==> src/rtl/input_debounce_pkg.sv <==
// Shared constants, vector types and helpers for the input debouncer.
// Holds the button/pin counts and the default timing parameters.
package input_debounce_pkg;

   localparam int unsigned N_BTN = 4;
   localparam int unsigned N_PIN = 7;

   localparam int unsigned DEF_DEBOUNCE_CYCLES = 15000;
   localparam int unsigned DEF_REPEAT_DELAY    = 25000000;
   localparam int unsigned DEF_REPEAT_PERIOD   = 5000000;

   typedef logic [N_BTN-1:0] btn_vec_t;
   typedef logic [N_PIN-1:0] pin_vec_t;

   // Which level transitions a debounce cell reports as a pulse.
   typedef enum logic {
      EDGE_RISE = 1'b0,
      EDGE_ANY  = 1'b1
   } edge_mode_e;

   function automatic logic multi_hot(input btn_vec_t v);
      int unsigned n;
      n = 0;
      for (int i = 0; i < int'(N_BTN); i++) begin
         n = n + int'(v[i]);
      end
      return n > 1;
   endfunction

   function automatic int unsigned max_u(input int unsigned a,
                                         input int unsigned b);
      return (a > b) ? a : b;
   endfunction

endpackage

==> src/rtl/input_debounce_cell.sv <==
// debounce_cell: one-bit 2-flop synchronizer, stability counter,
// debounced level and edge pulse. Ports: clock, reset_n, raw in;
// level (registered), level_nxt (next level), pulse (registered edge).
module debounce_cell
   import input_debounce_pkg::*;
#(
   parameter int unsigned CYCLES = DEF_DEBOUNCE_CYCLES,
   parameter edge_mode_e  MODE   = EDGE_RISE
) (
   input  logic clock,
   input  logic reset_n,
   input  logic raw,
   output logic level,
   output logic level_nxt,
   output logic pulse
);

   localparam int unsigned CW = $clog2(CYCLES + 1);

   logic [1:0]    sync_q, sync_d;
   logic [CW-1:0] cnt_q, cnt_d;
   logic          level_q, level_d;
   logic          pulse_q, pulse_d;

   always_comb begin
      sync_d  = {sync_q[0], raw};
      cnt_d   = '0;
      level_d = level_q;
      // Counter only runs while the synced input disagrees with the
      // accepted level; any agreeing cycle restarts it from zero.
      if (sync_q[1] != level_q) begin
         if (cnt_q == CW'(CYCLES - 1)) begin
            level_d = sync_q[1];
         end else begin
            cnt_d = cnt_q + CW'(1);
         end
      end
      if (MODE == EDGE_ANY) begin
         pulse_d = level_d ^ level_q;
      end else begin
         pulse_d = level_d & ~level_q;
      end
   end

   always_ff @(posedge clock or negedge reset_n) begin
      if (!reset_n) begin
         sync_q  <= '0;
         cnt_q   <= '0;
         level_q <= 1'b0;
         pulse_q <= 1'b0;
      end else begin
         sync_q  <= sync_d;
         cnt_q   <= cnt_d;
         level_q <= level_d;
         pulse_q <= pulse_d;
      end
   end

   assign level     = level_q;
   assign level_nxt = level_d;
   assign pulse     = pulse_q;

endmodule

==> src/rtl/input_debounce.sv <==
// input_debounce: debounces 4 buttons and 7 slide switches; press and
// change pulses, multi-button flag. Optional auto-repeat of button
// presses is enabled by defining DEBOUNCE_AUTOREPEAT_EN.
module input_debounce
   import input_debounce_pkg::*;
#(
   parameter int unsigned DEBOUNCE_CYCLES = DEF_DEBOUNCE_CYCLES,
   parameter int unsigned REPEAT_DELAY    = DEF_REPEAT_DELAY,
   parameter int unsigned REPEAT_PERIOD   = DEF_REPEAT_PERIOD
) (
   input  logic             clock,
   input  logic             reset_n,
   input  logic [N_BTN-1:0] btn_raw,
   input  logic [N_PIN-1:0] pins_raw,
   output logic [N_BTN-1:0] btn_level,
   output logic [N_BTN-1:0] btn_press,
   output logic [N_PIN-1:0] pins_level,
   output logic [N_PIN-1:0] pins_change,
   output logic             btn_multi
);

   btn_vec_t btn_nxt;
   btn_vec_t btn_rise;
   pin_vec_t unused_pin_nxt;
   logic     multi_q, multi_d;

   for (genvar i = 0; i < int'(N_BTN); i++) begin : g_btn
      debounce_cell #(
         .CYCLES (DEBOUNCE_CYCLES),
         .MODE   (EDGE_RISE)
      ) u_cell (
         .clock     (clock),
         .reset_n   (reset_n),
         .raw       (btn_raw[i]),
         .level     (btn_level[i]),
         .level_nxt (btn_nxt[i]),
         .pulse     (btn_rise[i])
      );
   end

   for (genvar i = 0; i < int'(N_PIN); i++) begin : g_pin
      debounce_cell #(
         .CYCLES (DEBOUNCE_CYCLES),
         .MODE   (EDGE_ANY)
      ) u_cell (
         .clock     (clock),
         .reset_n   (reset_n),
         .raw       (pins_raw[i]),
         .level     (pins_level[i]),
         .level_nxt (unused_pin_nxt[i]),
         .pulse     (pins_change[i])
      );
   end

   // Built from the next level so the flag moves with btn_level.
   always_comb begin
      multi_d = multi_hot(btn_nxt);
   end

   always_ff @(posedge clock or negedge reset_n) begin
      if (!reset_n) begin
         multi_q <= 1'b0;
      end else begin
         multi_q <= multi_d;
      end
   end

   assign btn_multi = multi_q;

`ifdef DEBOUNCE_AUTOREPEAT_EN
   localparam int unsigned RW =
      $clog2(max_u(REPEAT_DELAY, REPEAT_PERIOD) + 1);

   logic [N_BTN-1:0][RW-1:0] rpt_cnt_q, rpt_cnt_d;
   btn_vec_t                 rpt_first_q, rpt_first_d;
   btn_vec_t                 rpt_fire_q, rpt_fire_d;

   // Count cycles since the last press of a held button. The first
   // interval is the delay, later ones the period. Nothing fires in
   // the cycle the level is about to drop.
   always_comb begin
      for (int i = 0; i < int'(N_BTN); i++) begin
         rpt_cnt_d[i]   = '0;
         rpt_first_d[i] = 1'b1;
         rpt_fire_d[i]  = 1'b0;
         if (btn_level[i] && btn_nxt[i]) begin
            rpt_first_d[i] = rpt_first_q[i];
            if (rpt_cnt_q[i] == (rpt_first_q[i] ?
                                 RW'(REPEAT_DELAY - 1) :
                                 RW'(REPEAT_PERIOD - 1))) begin
               rpt_fire_d[i]  = 1'b1;
               rpt_first_d[i] = 1'b0;
            end else begin
               rpt_cnt_d[i] = rpt_cnt_q[i] + RW'(1);
            end
         end
      end
   end

   always_ff @(posedge clock or negedge reset_n) begin
      if (!reset_n) begin
         rpt_cnt_q   <= '0;
         rpt_first_q <= '1;
         rpt_fire_q  <= '0;
      end else begin
         rpt_cnt_q   <= rpt_cnt_d;
         rpt_first_q <= rpt_first_d;
         rpt_fire_q  <= rpt_fire_d;
      end
   end

   assign btn_press = btn_rise | rpt_fire_q;
`else
   localparam int unsigned unused_rpt = REPEAT_DELAY + REPEAT_PERIOD;

   assign btn_press = btn_rise;
`endif

endmodule
==> config.mk <==
export PLATFORM = sky130hd
export DESIGN_NAME = input_debounce
export DESIGN_NICKNAME = d
export VERILOG_FILES = /design/src/rtl/input_debounce_pkg.sv /design/src/rtl/input_debounce_cell.sv /design/src/rtl/input_debounce.sv
export SDC_FILE = /design/constraint.sdc
export NUM_CORES = 1
export LEC_CHECK = 0
export BUFFER_PORTS_ARGS = -buffer_cell sky130_fd_sc_hd__buf_2
export CORE_MARGIN = 4
export CORE_UTILIZATION = 25
export DETAILED_ROUTE_END_ITERATION = 8
export PLACE_DENSITY = 0.48
export SLEW_MARGIN = 5
export SYNTH_ARGS = -nofsm -noshare
export SYNTH_HDL_FRONTEND = slang
export SYNTH_SLANG_ARGS = --single-unit
==> constraint.sdc <==
create_clock -name clock -period 2.5 [get_ports clock]
set_clock_uncertainty 0.15 [all_clocks]
set_input_delay 0.25 -clock clock [delete_from_list [all_inputs] [get_ports clock]]
set_output_delay 0.25 -clock clock [all_outputs]
set_load 0.005 [all_outputs]
Yosys cells after proc, flatten, opt, wreduce, memory -nomap -nowiden
Cells that the tools add are included.
{ "classes": {"add_sub_neg": 14, "mul": 0, "div": 0, "n_lt_le_gt_ge": 1, "eq_ne": 22, "n_shift": 0, "mux": 44, "bitwise": 15, "reduce_logical": 0} }
{ "op_table": {"columns": ["cell", "n"], "rows": [
  ["$mux 14", 22],
  ["$add 14x1->14 const B", 11],
  ["$eq 14x14->1 const B", 11],
  ["$mux 1", 22],
  ["$ne 1x1->1", 11],
  ["$xor 1x1->1", 7],
  ["$add 3x1->4", 1],
  ["$and 1x1->1", 4],
  ["$gt 4x1->1 const B", 1],
  ["$not 1->1", 4],
  ["$add 2x1->3", 1],
  ["$add 1x1->2", 1]
]} }
{ "word_totals": {"ff_bits": 199, "latchBits": 0, "mem_bits_rw": 0, "rom_bits": 0, "input_bits": 13, "output_inout_bits": 23, "elab_cells": 141, "n_memories": 0} }

Depth between registers and ports, before layout
Gate-level depths: netlist of the first run.
{ "logic_depth": {"depth_word": 7, "mapped_depth": 6, "depth_no_buf": 6} }

Hierarchy
Synthesis of the first run repeated with hierarchy kept, for this count alone.
{ "hier_totals": {"hier_cells": 872, "area_unflattened_um2": 9371.5} }
{ "by_module_without_submodules": {"columns": ["mod", "n_inst", "cells_per_inst", "area_per_inst_um2", "seq_area_each_um2"], "rows": [
  ["debounce_cell (g_pin[0].u_cell ...)", 7, 79, 852.1, 450.4],
  ["debounce_cell (g_btn[0].u_cell ...)", 4, 78, 834.6, 450.4],
  ["input_debounce", 1, 7, 68.8, 25.0]
]} }

Worst setup path before layout of the first run
Ideal clock, no wire load.
{ "synth_path": {"path_kind": "flip-flop to flip-flop", "from": "register g_btn[3].u_cell.cnt_q[0]", "to": "register multi_q (netlist: btn_multi)", "setup_ns": 0.118, "arrival_time_ns": 2.416, "t_required_ns": 2.232, "setup_slack_ns": -0.184, "stages_incl_launch_ff": 7, "path_buffers": 0, "period_less_slack_ns": 2.684, "path_cell_list": "dfrtp_1 ha_1 or4bb_1 or4_1 mux2_2 fa_1 a21o_1"} }
{ "synth_via": {"elab_chain_cells": 5} }
{ "synth_rtl": {"columns": ["element", "line", "text"], "rows": [
  ["start: declaration", "input_debounce_cell.sv:21", "logic [CW-1:0] cnt_q, cnt_d;"],
  ["start signal: assignment", "input_debounce_cell.sv:53", "cnt_q <= cnt_d;"],
  ["$eq 14x14->1", "input_debounce_cell.sv:32", "if (cnt_q == CW'(CYCLES - 1)) begin"],
  ["$mux 1", "input_debounce_cell.sv:32", null],
  ["$mux 1", "input_debounce_cell.sv:31", "if (sync_q[1] != level_q) begin"],
  ["named net g_btn[3].u_cell.level_nxt", "input_debounce_cell.sv:14", "output logic level_nxt,"],
  ["$add 3x1->4", "input_debounce_pkg.sv:25", "n = n + int'(v[i]);"],
  ["$gt 4x1->1", "input_debounce_pkg.sv:27", "return n > 1;"],
  ["named net multi_d", "input_debounce.sv:25", "logic multi_q, multi_d;"],
  ["end signal: assignment", "input_debounce.sv:64", "multi_q <= multi_d;"],
  ["end: declaration", "input_debounce.sv:25", null]
]} }
The timed path passes the listed nets, and every way through them passes these cells.

Worst setup path in the final report of the first run
{ "layout_path": {"from": "register g_btn[1].u_cell.cnt_q[6]", "to": "register multi_q (netlist: btn_multi)"} }
{ "layout_via": {"elab_chain_cells": 7} }
{ "layout_rtl": {"columns": ["element", "line"], "rows": [
  ["start: declaration", "input_debounce_cell.sv:21"],
  ["start signal: assignment", "input_debounce_cell.sv:53"],
  ["$eq 14x14->1", "input_debounce_cell.sv:32"],
  ["$mux 1", "input_debounce_cell.sv:32"],
  ["$mux 1", "input_debounce_cell.sv:31"],
  ["named net g_btn[1].u_cell.level_nxt", "input_debounce_cell.sv:14"],
  ["$add 1x1->2", "input_debounce_pkg.sv:25"],
  ["$add 2x1->3", "input_debounce_pkg.sv:25"],
  ["$add 3x1->4", "input_debounce_pkg.sv:25"],
  ["$gt 4x1->1", "input_debounce_pkg.sv:27"],
  ["named net multi_d", "input_debounce.sv:25"]
]} }
The timed path passes the listed nets, and every way through them passes these cells.

==> impl_metrics.xml, run 1 <==
<?xml version="1.0" encoding="UTF-8"?>
<metrics>
  <group name="critical_path">
    <metric name="cp_slowest_cell" unit="">sky130_fd_sc_hd__or4_4</metric>
    <metric name="crit_path_max_fanout" unit="">2</metric>
    <metric name="cell_class_contributing_the_biggest_share_of_worst_path_delay" unit="">simple AND/OR/NAND/NOR gates</metric>
    <metric name="crit_arrival" unit="ps">2690</metric>
    <metric name="critPathMaxStageDelay" unit="ps">540</metric>
    <metric name="timing_worst_setup_path_type" unit="">flip-flop to flip-flop</metric>
    <metric name="critical_path_required" unit="ps">2670</metric>
    <metric name="regToRegSetupSlack" unit="ps">-20</metric>
    <metric name="worstPathCellList" unit="">or3b_4 &gt; or4_4 &gt; mux2_4 &gt; fa_1 &gt; a21o_1</metric>
    <metric name="critical_path.n_buffers_inverters" unit="">0</metric>
    <metric name="timing.critical_path.to_type" unit="">flip-flop</metric>
    <metric name="timing.critical_path.from_type" unit="">flip-flop</metric>
  </group>
  <group name="grt">
    <metric name="global_route_wire_length_before_repair" unit="mm">29.6</metric>
    <metric name="grt_start_max_net_pins" unit="">74</metric>
    <metric name="first_global_vias" unit="">5996</metric>
    <metric name="globalRoute.totalOverflow" unit="">0</metric>
    <metric name="grt_usage" unit="">0.0903</metric>
    <metric name="initial_antenna_violation_count" unit="">0</metric>
  </group>
  <group name="route">
    <metric name="drt_iter0_markers" unit="">236</metric>
    <metric name="dr_total_vias" unit="">5861</metric>
    <metric name="routed_wirelength" unit="mm">16.9</metric>
    <metric name="drc_errors" unit="">0</metric>
    <metric name="detail_route.vias_per_cell" unit="">4.30</metric>
    <metric name="antenna_violating_nets_post_route" unit="">0</metric>
    <metric name="drt_pre_antenna_iters" unit="">6</metric>
    <metric name="routed_wire_length_per_instance" unit="um">12.4</metric>
  </group>
  <group name="sta">
    <metric name="timing.final.crit_period" unit="ps">2520</metric>
    <metric name="max_slew_margin" unit="">0.624</metric>
    <metric name="worstMarginPinSlew" unit="ps">564</metric>
    <metric name="maximum_frequency_from_static_timing_analysis" unit="GHz">0.397</metric>
    <metric name="final_slew_violations" unit="">0</metric>
    <metric name="post-route-worst-setup-slack" unit="ps">-16.0</metric>
    <metric name="final_critical_path_share_of_the_clock_period" unit="">1.01</metric>
    <metric name="rsz0062_at_grt" unit="">true</metric>
    <metric name="final_hold_viols" unit="">0</metric>
    <metric name="finalSetupViolations" unit="">1</metric>
  </group>
  <group name="pwr">
    <metric name="cell_pwr_density" unit="nW/um^2">593</metric>
    <metric name="combinationalPowerShare" unit="">0.039</metric>
    <metric name="sequentialPowerShare" unit="">0.535</metric>
    <metric name="power_frac_clock" unit="">0.427</metric>
    <metric name="internal_cell_power" unit="uW">4710</metric>
    <metric name="net_load_switching_power" unit="uW">1520</metric>
    <metric name="p_total" unit="uW">6230</metric>
    <metric name="worst_ir_drop_vdd" unit="uV">453</metric>
    <metric name="swShare" unit="">0.244</metric>
    <metric name="cellLeakagePower" unit="uW">0.00455</metric>
  </group>
  <group name="worst_hold_path">
    <metric name="hold_path_class" unit="">flip-flop to flip-flop</metric>
  </group>
  <group name="logic_synthesis">
    <metric name="synth.net_count" unit="">858</metric>
    <metric name="synth.avg_cell_area" unit="um^2">10.9</metric>
    <metric name="ys_seq_area_frac" unit="">0.550</metric>
    <metric name="ys_warn_count" unit="">0</metric>
    <metric name="syn_inst" unit="">833</metric>
    <metric name="netlist-cell-type-count" unit="">41</metric>
    <metric name="postSynthRegisterBits" unit="">199</metric>
    <metric name="synth_area" unit="um^2">9050</metric>
  </group>
  <group name="finish">
    <metric name="finish.instance_area" unit="um^2">10500</metric>
    <metric name="number_of_diodes_added_for_antenna_fixing" unit="">0</metric>
    <metric name="final_layout_size_suffix_gt1_frac" unit="">0.127</metric>
    <metric name="syn2layout_area_growth" unit="%">16.1</metric>
    <metric name="finalNetCount" unit="">915</metric>
  </group>
  <group name="floorplanning">
    <metric name="fp.dieH" unit="um">198</metric>
    <metric name="initial_core_util" unit="">0.254</metric>
    <metric name="core.rowCount" unit="">69</metric>
    <metric name="core" unit="um^2">35700</metric>
    <metric name="chipWidth" unit="um">198</metric>
    <metric name="dieArea" unit="um^2">39300</metric>
    <metric name="boundaryPins" unit="">36</metric>
  </group>
  <group name="place">
    <metric name="dp_hpwl" unit="mm">11.2</metric>
    <metric name="routabilityCongestion" unit="">0.748</metric>
    <metric name="io_buffers" unit="">35</metric>
    <metric name="place_area" unit="um^2">9800</metric>
  </group>
  <group name="clock_tree">
    <metric name="clk-insertion-delay-late" unit="ps">440</metric>
    <metric name="clock_tree_from_tritoncts" unit="">built</metric>
    <metric name="clk_pin_slew_worst_paths" unit="ps">80</metric>
    <metric name="cts_htree_levels" unit="">4</metric>
    <metric name="clock_sink_count" unit="">199</metric>
    <metric name="tritoncts.num_buffers" unit="">17</metric>
    <metric name="clock-root-buffer" unit="">sky130_fd_sc_hd__clkbuf_16</metric>
    <metric name="max-clock-path-buffers" unit="">2</metric>
  </group>
  <group name="outcome">
    <metric name="violations_in_the_final_reports" unit="">setup timing</metric>
    <metric name="run_status" unit="">finished with violations</metric>
  </group>
  <group name="job">
    <metric name="max-cap-violations" unit="">0</metric>
  </group>
</metrics>
==> worst reg2reg max path, stage by stage (launching register included) <==
cell and delay (ps):
sky130_fd_sc_hd__dfrtp_1 390, sky130_fd_sc_hd__or3b_4 400, sky130_fd_sc_hd__or4_4 540, sky130_fd_sc_hd__mux2_4 330, sky130_fd_sc_hd__fa_1 450, sky130_fd_sc_hd__a21o_1 160
==> cell usage after synthesis, drive strengths merged <==
master,instances,area share
nand4bb,5,0.0062
and3,14,0.0097
mux2,11,0.015
fa,1,0.0022
nand3b,5,0.0041
a21o,1,0.00083
and4,26,0.025
nand3,43,0.024
nor2,145,0.060
nor4b,3,0.0029
or3b,1,0.00097
nor4bb,6,0.0066
a21oi,8,0.0044
or4,8,0.0083
clkbuf,9,0.0037
and2,7,0.0048
or2,1,0.00069
nor4,10,0.0069
dfrtp,199,0.55
buf,29,0.024
nor3,19,0.011
xor2,84,0.081
and3b,2,0.0019
o21ai,6,0.0033
nand4,43,0.030
nand2,48,0.020
inv,8,0.0033
or4bb,5,0.0062
o31ai,2,0.0017
or4b,1,0.0011
nor3b,6,0.0050
or3,6,0.0041
ha,11,0.015
a41oi,1,0.00097
xnor2,50,0.048
nor2b,9,0.0062
==> path summary, 6_finish.rpt <==
path,start,to,depth (start not counted)
min reg2reg,g_pin[2].u_cell.sync_q[0],g_pin[2].u_cell.sync_q[1],0
min,g_pin[2].u_cell.sync_q[0],g_pin[2].u_cell.sync_q[1],0
max in group asynchronous,reset_n,g_pin[4].u_cell.cnt_q[7],3
min in group asynchronous,reset_n,g_pin[0].u_cell.cnt_q[10],2
max reg2reg,g_btn[1].u_cell.cnt_q[6],btn_multi,5
max,g_btn[1].u_cell.cnt_q[6],btn_multi,5
==> cells in the final DEF (no fill, tap or decap), types with 12 or more instances in the layout <==
| cell type | Yosys | layout |
|---|---|---|
| sky130_fd_sc_hd__xor2_1 | 84 | 84 |
| sky130_fd_sc_hd__and4_1 | 26 | 26 |
| sky130_fd_sc_hd__nand2_1 | 46 | 46 |
| sky130_fd_sc_hd__nand3_1 | 43 | 43 |
| sky130_fd_sc_hd__dfrtp_1 | 199 | 199 |
| sky130_fd_sc_hd__nor2_1 | 145 | 145 |
| sky130_fd_sc_hd__clkbuf_16 | 0 | 17 |
| sky130_fd_sc_hd__buf_4 | 24 | 27 |
| sky130_fd_sc_hd__buf_2 | 3 | 34 |
| sky130_fd_sc_hd__nor3_1 | 19 | 19 |
| sky130_fd_sc_hd__dlygate4sd3_1 | 0 | 12 |
| sky130_fd_sc_hd__xnor2_1 | 50 | 50 |
| sky130_fd_sc_hd__and3_1 | 14 | 14 |
| sky130_fd_sc_hd__nand4_1 | 43 | 43 |
==> sequential cells by signal, summed over array words and instances (netlist names) <==
| register | cells |
|---|---|
| btn_multi | 1 |
| g_btn.u_cell.cnt_q | 56 |
| g_btn.u_cell.level | 4 |
| g_btn.u_cell.pulse | 4 |
| g_btn.u_cell.sync_q | 8 |
| g_pin.u_cell.cnt_q | 98 |
| g_pin.u_cell.level | 7 |
| g_pin.u_cell.pulse | 7 |
| g_pin.u_cell.sync_q | 14 |
==> cell families (layout without fill, tap and decap cells) <==
group / after synthesis / count (layout) / share of synthesized area
fa+ha+maj: 12 / 12 / 0.0174
xor+xnor: 134 / 134 / 0.130
compound gates: 18 / 18 / 0.0112
simple gates: 413 / 413 / 0.246
flops: 199 / 199 / 0.550
mux: 11 / 11 / 0.0145
buf+inv: 46 / 115 / 0.0311
==> power groups by stage <==
stage,clock network (uW),registers (uW),logic (uW)
after floorplan,0,3380,109
after global placement,0,3390,234
after detailed placement,0,3390,236
after CTS,2780,3330,254
after global routing,2910,3340,287
final,2660,3330,242
==> through the flow <==
| step | std cells | util | setup slack [ps] | TNS, ps | hold slack [ps] |
|---|---|---|---|---|---|
| after floorplan | 833 | - | -92.5 | -92.5 | -196 |
| after detailed placement | 1317 | 0.275 | -104 | -104 | 129 |
| after global routing | 1363 | 0.295 | -90.9 | -90.9 | 209 |
| final | 1363 | 0.295 | -16.0 | -16.0 | 201 |
| after global placement | 1317 | 0.275 | -102 | -102 | 120 |
| after CTS | 1362 | 0.294 | -98.4 | -98.4 | 204 |
==> final cells by class <==
class,instances,area [um^2]
fillers,3655,25200
flip-flops and latches,199,4980
multi-input cells,588,3810
well taps,461,577
repair buffers,76,548
clock buffers,19,443
clock inverters,12,115
inverters,8,30.0
==> per-layer routing <==
metal	part of all wire	global-route usage	vias to the layer above
met5	0	0	-
met4	0.010	0.0252	0
met3	0.027	0.0230	10
met2	0.45	0.138	51
met1	0.51	0.127	2834
li1	-	-	2966
==> repair_timing <==
item / in CTS / in global routing
setup endpoints to repair: 1 / 1
pin swaps: 3 / 2
buffers inserted: 2 / 1
hold buffers: 12 / 0
hold endpoints to repair: 78 / 0
resized for setup: 0 / 1
(Power assumes the default switching activity.)
==> inputs of run 2 (changes only) <==
- SKIP_CTS_REPAIR_TIMING: not set -> 1
==> run 2 against run 1 <==
The flow still finishes with violations (setup timing). Worst hold slack hardly changed. Via count hardly changed. Global-route usage hardly changed. Non-clock buffer count stayed put. Design area hardly changed. Flip-flop and latch count stayed put.
==> impl_metrics.xml, run 2 (same netlist as run 1, synthesis figures left out) <==
<?xml version="1.0" encoding="UTF-8"?>
<metrics>
  <group name="worst_hold_path">
    <metric name="hold_path_class" unit="">flip-flop to flip-flop</metric>
  </group>
  <group name="sta">
    <metric name="rsz0062_at_grt" unit="">true</metric>
    <metric name="maximum_frequency_from_static_timing_analysis" unit="GHz">0.384</metric>
    <metric name="finalSetupViolations" unit="">1</metric>
    <metric name="max_slew_margin" unit="">0.621</metric>
    <metric name="final_critical_path_share_of_the_clock_period" unit="">1.04</metric>
    <metric name="final_slew_violations" unit="">0</metric>
    <metric name="hold_ws" unit="ps">201</metric>
    <metric name="timing.final.crit_period" unit="ps">2600</metric>
    <metric name="final_hold_viols" unit="">0</metric>
    <metric name="post-route-worst-setup-slack" unit="ps">-103</metric>
    <metric name="worstMarginPinSlew" unit="ps">569</metric>
  </group>
  <group name="floorplanning">
    <metric name="dieArea" unit="um^2">39300</metric>
    <metric name="fp.dieH" unit="um">198</metric>
    <metric name="initial_core_util" unit="">0.254</metric>
    <metric name="core.rowCount" unit="">69</metric>
    <metric name="chipWidth" unit="um">198</metric>
    <metric name="boundaryPins" unit="">36</metric>
    <metric name="core" unit="um^2">35700</metric>
  </group>
  <group name="clock_tree">
    <metric name="clock-root-buffer" unit="">sky130_fd_sc_hd__clkbuf_16</metric>
    <metric name="clock_sink_count" unit="">199</metric>
    <metric name="cts_htree_levels" unit="">4</metric>
    <metric name="tritoncts.num_buffers" unit="">17</metric>
    <metric name="clk-insertion-delay-late" unit="ps">440</metric>
    <metric name="clk_pin_slew_worst_paths" unit="ps">80</metric>
    <metric name="clock_tree_from_tritoncts" unit="">built</metric>
    <metric name="max-clock-path-buffers" unit="">2</metric>
  </group>
  <group name="grt">
    <metric name="first_global_vias" unit="">5957</metric>
    <metric name="global_route_wire_length_before_repair" unit="mm">29.5</metric>
    <metric name="busiest_layer" unit="">met2</metric>
    <metric name="grt.met1_usage" unit="">0.127</metric>
    <metric name="grt_usage" unit="">0.0900</metric>
    <metric name="globalRoute.totalOverflow" unit="">0</metric>
    <metric name="initial_antenna_violation_count" unit="">0</metric>
    <metric name="grtUsageMet3" unit="">0.0235</metric>
    <metric name="grt.met2_usage" unit="">0.137</metric>
    <metric name="grt_start_max_net_pins" unit="">74</metric>
  </group>
  <group name="place">
    <metric name="dp_hpwl" unit="mm">11.2</metric>
    <metric name="routabilityCongestion" unit="">0.748</metric>
    <metric name="placement.setup.worst_slack" unit="ps">-104</metric>
    <metric name="io_buffers" unit="">35</metric>
    <metric name="place_area" unit="um^2">9800</metric>
  </group>
  <group name="finish">
    <metric name="final_common_cell" unit="">sky130_fd_sc_hd__dfrtp_1</metric>
    <metric name="finish.instance_area" unit="um^2">10500</metric>
    <metric name="final_layout_size_suffix_gt1_frac" unit="">0.127</metric>
    <metric name="number_of_diodes_added_for_antenna_fixing" unit="">0</metric>
    <metric name="number_of_flip_flops_under_the_largest_register_name" unit="">98</metric>
    <metric name="mostFrequentLayoutCells" unit="">199 x sky130_fd_sc_hd__dfrtp_1, 145 x sky130_fd_sc_hd__nor2_1, 84 x sky130_fd_sc_hd__xor2_1</metric>
    <metric name="reg_top3" unit="">g_pin.u_cell.cnt_q (98), g_btn.u_cell.cnt_q (56), g_pin.u_cell.sync_q (14)</metric>
    <metric name="finalNetCount" unit="">915</metric>
    <metric name="largest_register" unit="">g_pin.u_cell.cnt_q</metric>
    <metric name="syn2layout_area_growth" unit="%">16.0</metric>
  </group>
  <group name="pwr">
    <metric name="cellLeakagePower" unit="uW">0.00455</metric>
    <metric name="net_load_switching_power" unit="uW">1520</metric>
    <metric name="combinationalPowerShare" unit="">0.039</metric>
    <metric name="swShare" unit="">0.244</metric>
    <metric name="internal_cell_power" unit="uW">4710</metric>
    <metric name="worst_ir_drop_vdd" unit="uV">453</metric>
    <metric name="sequentialPowerShare" unit="">0.535</metric>
    <metric name="power_frac_clock" unit="">0.426</metric>
    <metric name="p_total" unit="uW">6220</metric>
    <metric name="cell_pwr_density" unit="nW/um^2">593</metric>
  </group>
  <group name="route">
    <metric name="routed_wire_length_per_instance" unit="um">12.4</metric>
    <metric name="drt_iter0_markers" unit="">203</metric>
    <metric name="drt_pre_antenna_iters" unit="">4</metric>
    <metric name="antenna_violating_nets_post_route" unit="">0</metric>
    <metric name="routed_wirelength" unit="mm">16.8</metric>
    <metric name="dr_total_vias" unit="">5866</metric>
    <metric name="drc_errors" unit="">0</metric>
    <metric name="detail_route.vias_per_cell" unit="">4.30</metric>
  </group>
  <group name="critical_path">
    <metric name="critical_path_required" unit="ps">2670</metric>
    <metric name="crit_path_max_fanout" unit="">3</metric>
    <metric name="crit_arrival" unit="ps">2780</metric>
    <metric name="timing.critical_path.to_type" unit="">flip-flop</metric>
    <metric name="timing.critical_path.from_type" unit="">flip-flop</metric>
    <metric name="timing_worst_setup_path_type" unit="">flip-flop to flip-flop</metric>
  </group>
  <group name="outcome">
    <metric name="violations_in_the_final_reports" unit="">setup timing</metric>
    <metric name="run_status" unit="">finished with violations</metric>
  </group>
  <group name="job">
    <metric name="max-cap-violations" unit="">0</metric>
  </group>
</metrics>
## run 2: per-layer routing
layer  vias up  part of all wire
met3        11             0.029
met4         0             0.011
met1      2831              0.51
met5         -                 0
li1       2970                 -
met2        54              0.45
## run 2: power by group through the flow
stage	clock network, uW	logic, uW	registers, uW
after floorplan	0	109	3380
after global placement	0	234	3390
after detailed placement	0	236	3390
after CTS	2780	236	3330
after global routing	2910	286	3340
final	2650	242	3330
## run 2: final timing paths
path,cells after the start,to,slack [ps],startpoint
min in group asynchronous,2,g_pin[0].u_cell.cnt_q[10],230,reset_n
setup / recovery,5,btn_multi,-100,g_btn[1].u_cell.cnt_q[3]
hold reg to reg,0,g_pin[2].u_cell.sync_q[1],200,g_pin[2].u_cell.sync_q[0]
setup reg to reg,5,btn_multi,-100,g_btn[1].u_cell.cnt_q[3]
max in group asynchronous,3,g_pin[4].u_cell.cnt_q[7],1310,reset_n
hold / removal,0,g_pin[2].u_cell.sync_q[1],200,g_pin[2].u_cell.sync_q[0]
## run 2: worst max-delay path, stage by stage (launching register included)
cell,delay [ps]
sky130_fd_sc_hd__dfrtp_1,370
sky130_fd_sc_hd__or4b_1,510
sky130_fd_sc_hd__or4_4,550
sky130_fd_sc_hd__mux2_4,330
sky130_fd_sc_hd__fa_1,430
sky130_fd_sc_hd__a21o_1,160
## run 2: area by class of cell
| cell class | count | area [um^2] |
|---|---|---|
| sequential | 199 | 4980 |
| clock inverter | 12 | 115 |
| multi-input combinational | 588 | 3810 |
| timing repair buffer | 76 | 548 |
| tap | 461 | 577 |
| fill | 3652 | 25200 |
| inverter | 8 | 30.0 |
| clock buffer | 19 | 443 |
## run 2: per-stage QoR
stage,std cells,TNS (ps),util
after global placement,1317,-102,0.275
after CTS,1348,-123,0.290
after floorplan,833,-92.5,-
after global routing,1363,-176,0.294
final,1363,-103,0.294
after detailed placement,1317,-104,0.275
==> inputs of run 3 (changes only) <==
- RECOVER_POWER: not set -> 25
==> run 3 against run 2 <==
The run ends with capacitance limit, slew limit, setup timing left. Sequential power is essentially flat. Count of clock-buffer cells in the layout is the same. Via count is essentially flat. Utilization down 0.063 points. Maximum frequency stayed put. Flip-flop and latch count stayed put. Worst setup slack is the same. Non-clock buffer count unchanged. Combinational power down 2%. Critical path type unchanged. Largest power group unchanged. Highest routed layer unchanged.
==> impl_metrics.xml, run 3 (same netlist as run 1, synthesis figures left out) <==
<?xml version="1.0" encoding="UTF-8"?>
<metrics>
  <group name="outcome">
    <metric name="run_status" unit="">finished with violations</metric>
    <metric name="violations_in_the_final_reports" unit="">capacitance limit, slew limit, setup timing</metric>
  </group>
  <group name="grt">
    <metric name="global_route_wire_length_before_repair" unit="mm">29.5</metric>
    <metric name="grt_start_max_net_pins" unit="">74</metric>
    <metric name="initial_antenna_violation_count" unit="">0</metric>
    <metric name="grt_usage" unit="">0.0900</metric>
    <metric name="globalRoute.totalOverflow" unit="">0</metric>
    <metric name="first_global_vias" unit="">5957</metric>
  </group>
  <group name="sta">
    <metric name="maximum_frequency_from_static_timing_analysis" unit="GHz">0.384</metric>
    <metric name="hold_ws" unit="ps">201</metric>
    <metric name="timing.final.crit_period" unit="ps">2600</metric>
    <metric name="final_hold_viols" unit="">0</metric>
    <metric name="worstMarginPinSlew" unit="ps">1870</metric>
    <metric name="max_slew_margin" unit="">-0.249</metric>
    <metric name="final_critical_path_share_of_the_clock_period" unit="">1.04</metric>
    <metric name="setup_total_negative_slack" unit="ps">-103</metric>
    <metric name="finalSetupViolations" unit="">1</metric>
    <metric name="post-route-worst-setup-slack" unit="ps">-103</metric>
    <metric name="rsz0062_at_grt" unit="">true</metric>
    <metric name="final_slew_violations" unit="">72</metric>
  </group>
  <group name="place">
    <metric name="place_area" unit="um^2">9800</metric>
    <metric name="dp_hpwl" unit="mm">11.2</metric>
    <metric name="routabilityCongestion" unit="">0.748</metric>
    <metric name="post-place-cells" unit="">1317</metric>
    <metric name="io_buffers" unit="">35</metric>
  </group>
  <group name="worst_hold_path">
    <metric name="hold_path_class" unit="">flip-flop to flip-flop</metric>
  </group>
  <group name="clock_tree">
    <metric name="clock_tree_from_tritoncts" unit="">built</metric>
    <metric name="clock-root-buffer" unit="">sky130_fd_sc_hd__clkbuf_16</metric>
    <metric name="clock_sink_count" unit="">199</metric>
    <metric name="max-clock-path-buffers" unit="">2</metric>
    <metric name="clk-insertion-delay-late" unit="ps">440</metric>
    <metric name="clk_pin_slew_worst_paths" unit="ps">80</metric>
    <metric name="tritoncts.num_buffers" unit="">17</metric>
    <metric name="cts_htree_levels" unit="">4</metric>
  </group>
  <group name="route">
    <metric name="drc_errors" unit="">0</metric>
    <metric name="routed_wire_length_per_instance" unit="um">12.4</metric>
    <metric name="routed_wirelength" unit="mm">16.8</metric>
    <metric name="drt_iter0_markers" unit="">203</metric>
    <metric name="antenna_violating_nets_post_route" unit="">0</metric>
    <metric name="dr_total_vias" unit="">5865</metric>
    <metric name="detail_route.vias_per_cell" unit="">4.30</metric>
    <metric name="drt_pre_antenna_iters" unit="">4</metric>
  </group>
  <group name="finish">
    <metric name="final_layout_size_suffix_gt1_frac" unit="">0.125</metric>
    <metric name="fin_cells" unit="">1363</metric>
    <metric name="final_common_cell" unit="">sky130_fd_sc_hd__dfrtp_1</metric>
    <metric name="reg_top3" unit="">g_pin.u_cell.cnt_q (98), g_btn.u_cell.cnt_q (56), g_pin.u_cell.sync_q (14)</metric>
    <metric name="number_of_flip_flops_under_the_largest_register_name" unit="">98</metric>
    <metric name="largest_register" unit="">g_pin.u_cell.cnt_q</metric>
    <metric name="number_of_diodes_added_for_antenna_fixing" unit="">0</metric>
    <metric name="finish.instance_area" unit="um^2">10500</metric>
    <metric name="mostFrequentLayoutCells" unit="">199 x sky130_fd_sc_hd__dfrtp_1, 145 x sky130_fd_sc_hd__nor2_1, 84 x sky130_fd_sc_hd__xor2_1</metric>
    <metric name="nFillCells" unit="">3657</metric>
    <metric name="syn2layout_area_growth" unit="%">15.8</metric>
    <metric name="finalNetCount" unit="">915</metric>
  </group>
  <group name="critical_path">
    <metric name="timing.critical_path.to_type" unit="">flip-flop</metric>
    <metric name="critical_path_required" unit="ps">2670</metric>
    <metric name="timing_worst_setup_path_type" unit="">flip-flop to flip-flop</metric>
    <metric name="timing.critical_path.from_type" unit="">flip-flop</metric>
    <metric name="crit_path_max_fanout" unit="">3</metric>
    <metric name="crit_arrival" unit="ps">2780</metric>
  </group>
  <group name="pwr">
    <metric name="cellLeakagePower" unit="uW">0.00453</metric>
    <metric name="p_total" unit="uW">6220</metric>
    <metric name="worst_ir_drop_vdd" unit="uV">453</metric>
    <metric name="cell_pwr_density" unit="nW/um^2">594</metric>
  </group>
  <group name="floorplanning">
    <metric name="fp.dieH" unit="um">198</metric>
    <metric name="boundaryPins" unit="">36</metric>
    <metric name="core" unit="um^2">35700</metric>
    <metric name="dieArea" unit="um^2">39300</metric>
    <metric name="initial_core_util" unit="">0.254</metric>
    <metric name="core.rowCount" unit="">69</metric>
    <metric name="chipWidth" unit="um">198</metric>
  </group>
  <group name="job">
    <metric name="max-cap-violations" unit="">1</metric>
  </group>
</metrics>
[run 3: cell types whose count changed in the layout (fill, tap and decap cells not counted), sizes merged]
| cell | change |
|---|---|
| clkbuf | +3 |
| buf | -3 |
[run 3: critical path, stage by stage, from the launching register on]
cell and delay [ps]:
sky130_fd_sc_hd__dfrtp_1 370, sky130_fd_sc_hd__or4b_1 510, sky130_fd_sc_hd__or4_4 550, sky130_fd_sc_hd__mux2_4 330, sky130_fd_sc_hd__fa_1 430, sky130_fd_sc_hd__a21o_1 160
[run 3: metrics by stage]
step,setup slack (ps),utilization
after floorplan,-92.5,-
after CTS,-123,0.290
final,-103,0.294
after detailed placement,-104,0.275
after global placement,-102,0.275
after global routing,-176,0.294
[run 3: metal layers]
layer | global-route usage | vias up | share of wire
met5 | 0 | - | 0
met4 | 0.0252 | 0 | 0.011
met3 | 0.0235 | 11 | 0.029
met2 | 0.137 | 54 | 0.45
met1 | 0.127 | 2829 | 0.51
li1 | - | 2971 | -
[run 3: path summary, 6_finish.rpt]
kind | startpoint | end | slack, ps | cells past startpoint
max | g_btn[1].u_cell.cnt_q[3] | btn_multi | -100 | 5
min | g_pin[2].u_cell.sync_q[0] | g_pin[2].u_cell.sync_q[1] | 200 | 0
min in group asynchronous | reset_n | g_pin[0].u_cell.cnt_q[10] | 730 | 2
min reg2reg | g_pin[2].u_cell.sync_q[0] | g_pin[2].u_cell.sync_q[1] | 200 | 0
max reg2reg | g_btn[1].u_cell.cnt_q[3] | btn_multi | -100 | 5
max in group asynchronous | reset_n | g_pin[4].u_cell.cnt_q[7] | 360 | 3
[run 3: cell type report]
type / count / area, um^2 / share of cell area
Inverter: 8 / 30.0 / 0.00287
Clock buffer: 19 / 443 / 0.0423
Timing Repair Buffer: 76 / 526 / 0.0502
Sequential cell: 199 / 4980 / 0.475
Multi-Input combinational cell: 588 / 3810 / 0.363
Tap cell: 461 / 577 / 0.0551
Clock inverter: 12 / 115 / 0.0110
[run 3: where the power goes]
group / internal, uW / total, uW / leakage (uW) / switching, uW
Clock: 1340 / 2650 / 0.000272 / 1320
Combinational: 90.1 / 238 / 0.00156 / 148
Sequential: 3280 / 3330 / 0.00270 / 51.3
Total: 4700 / 6220 / 0.00453 / 1520
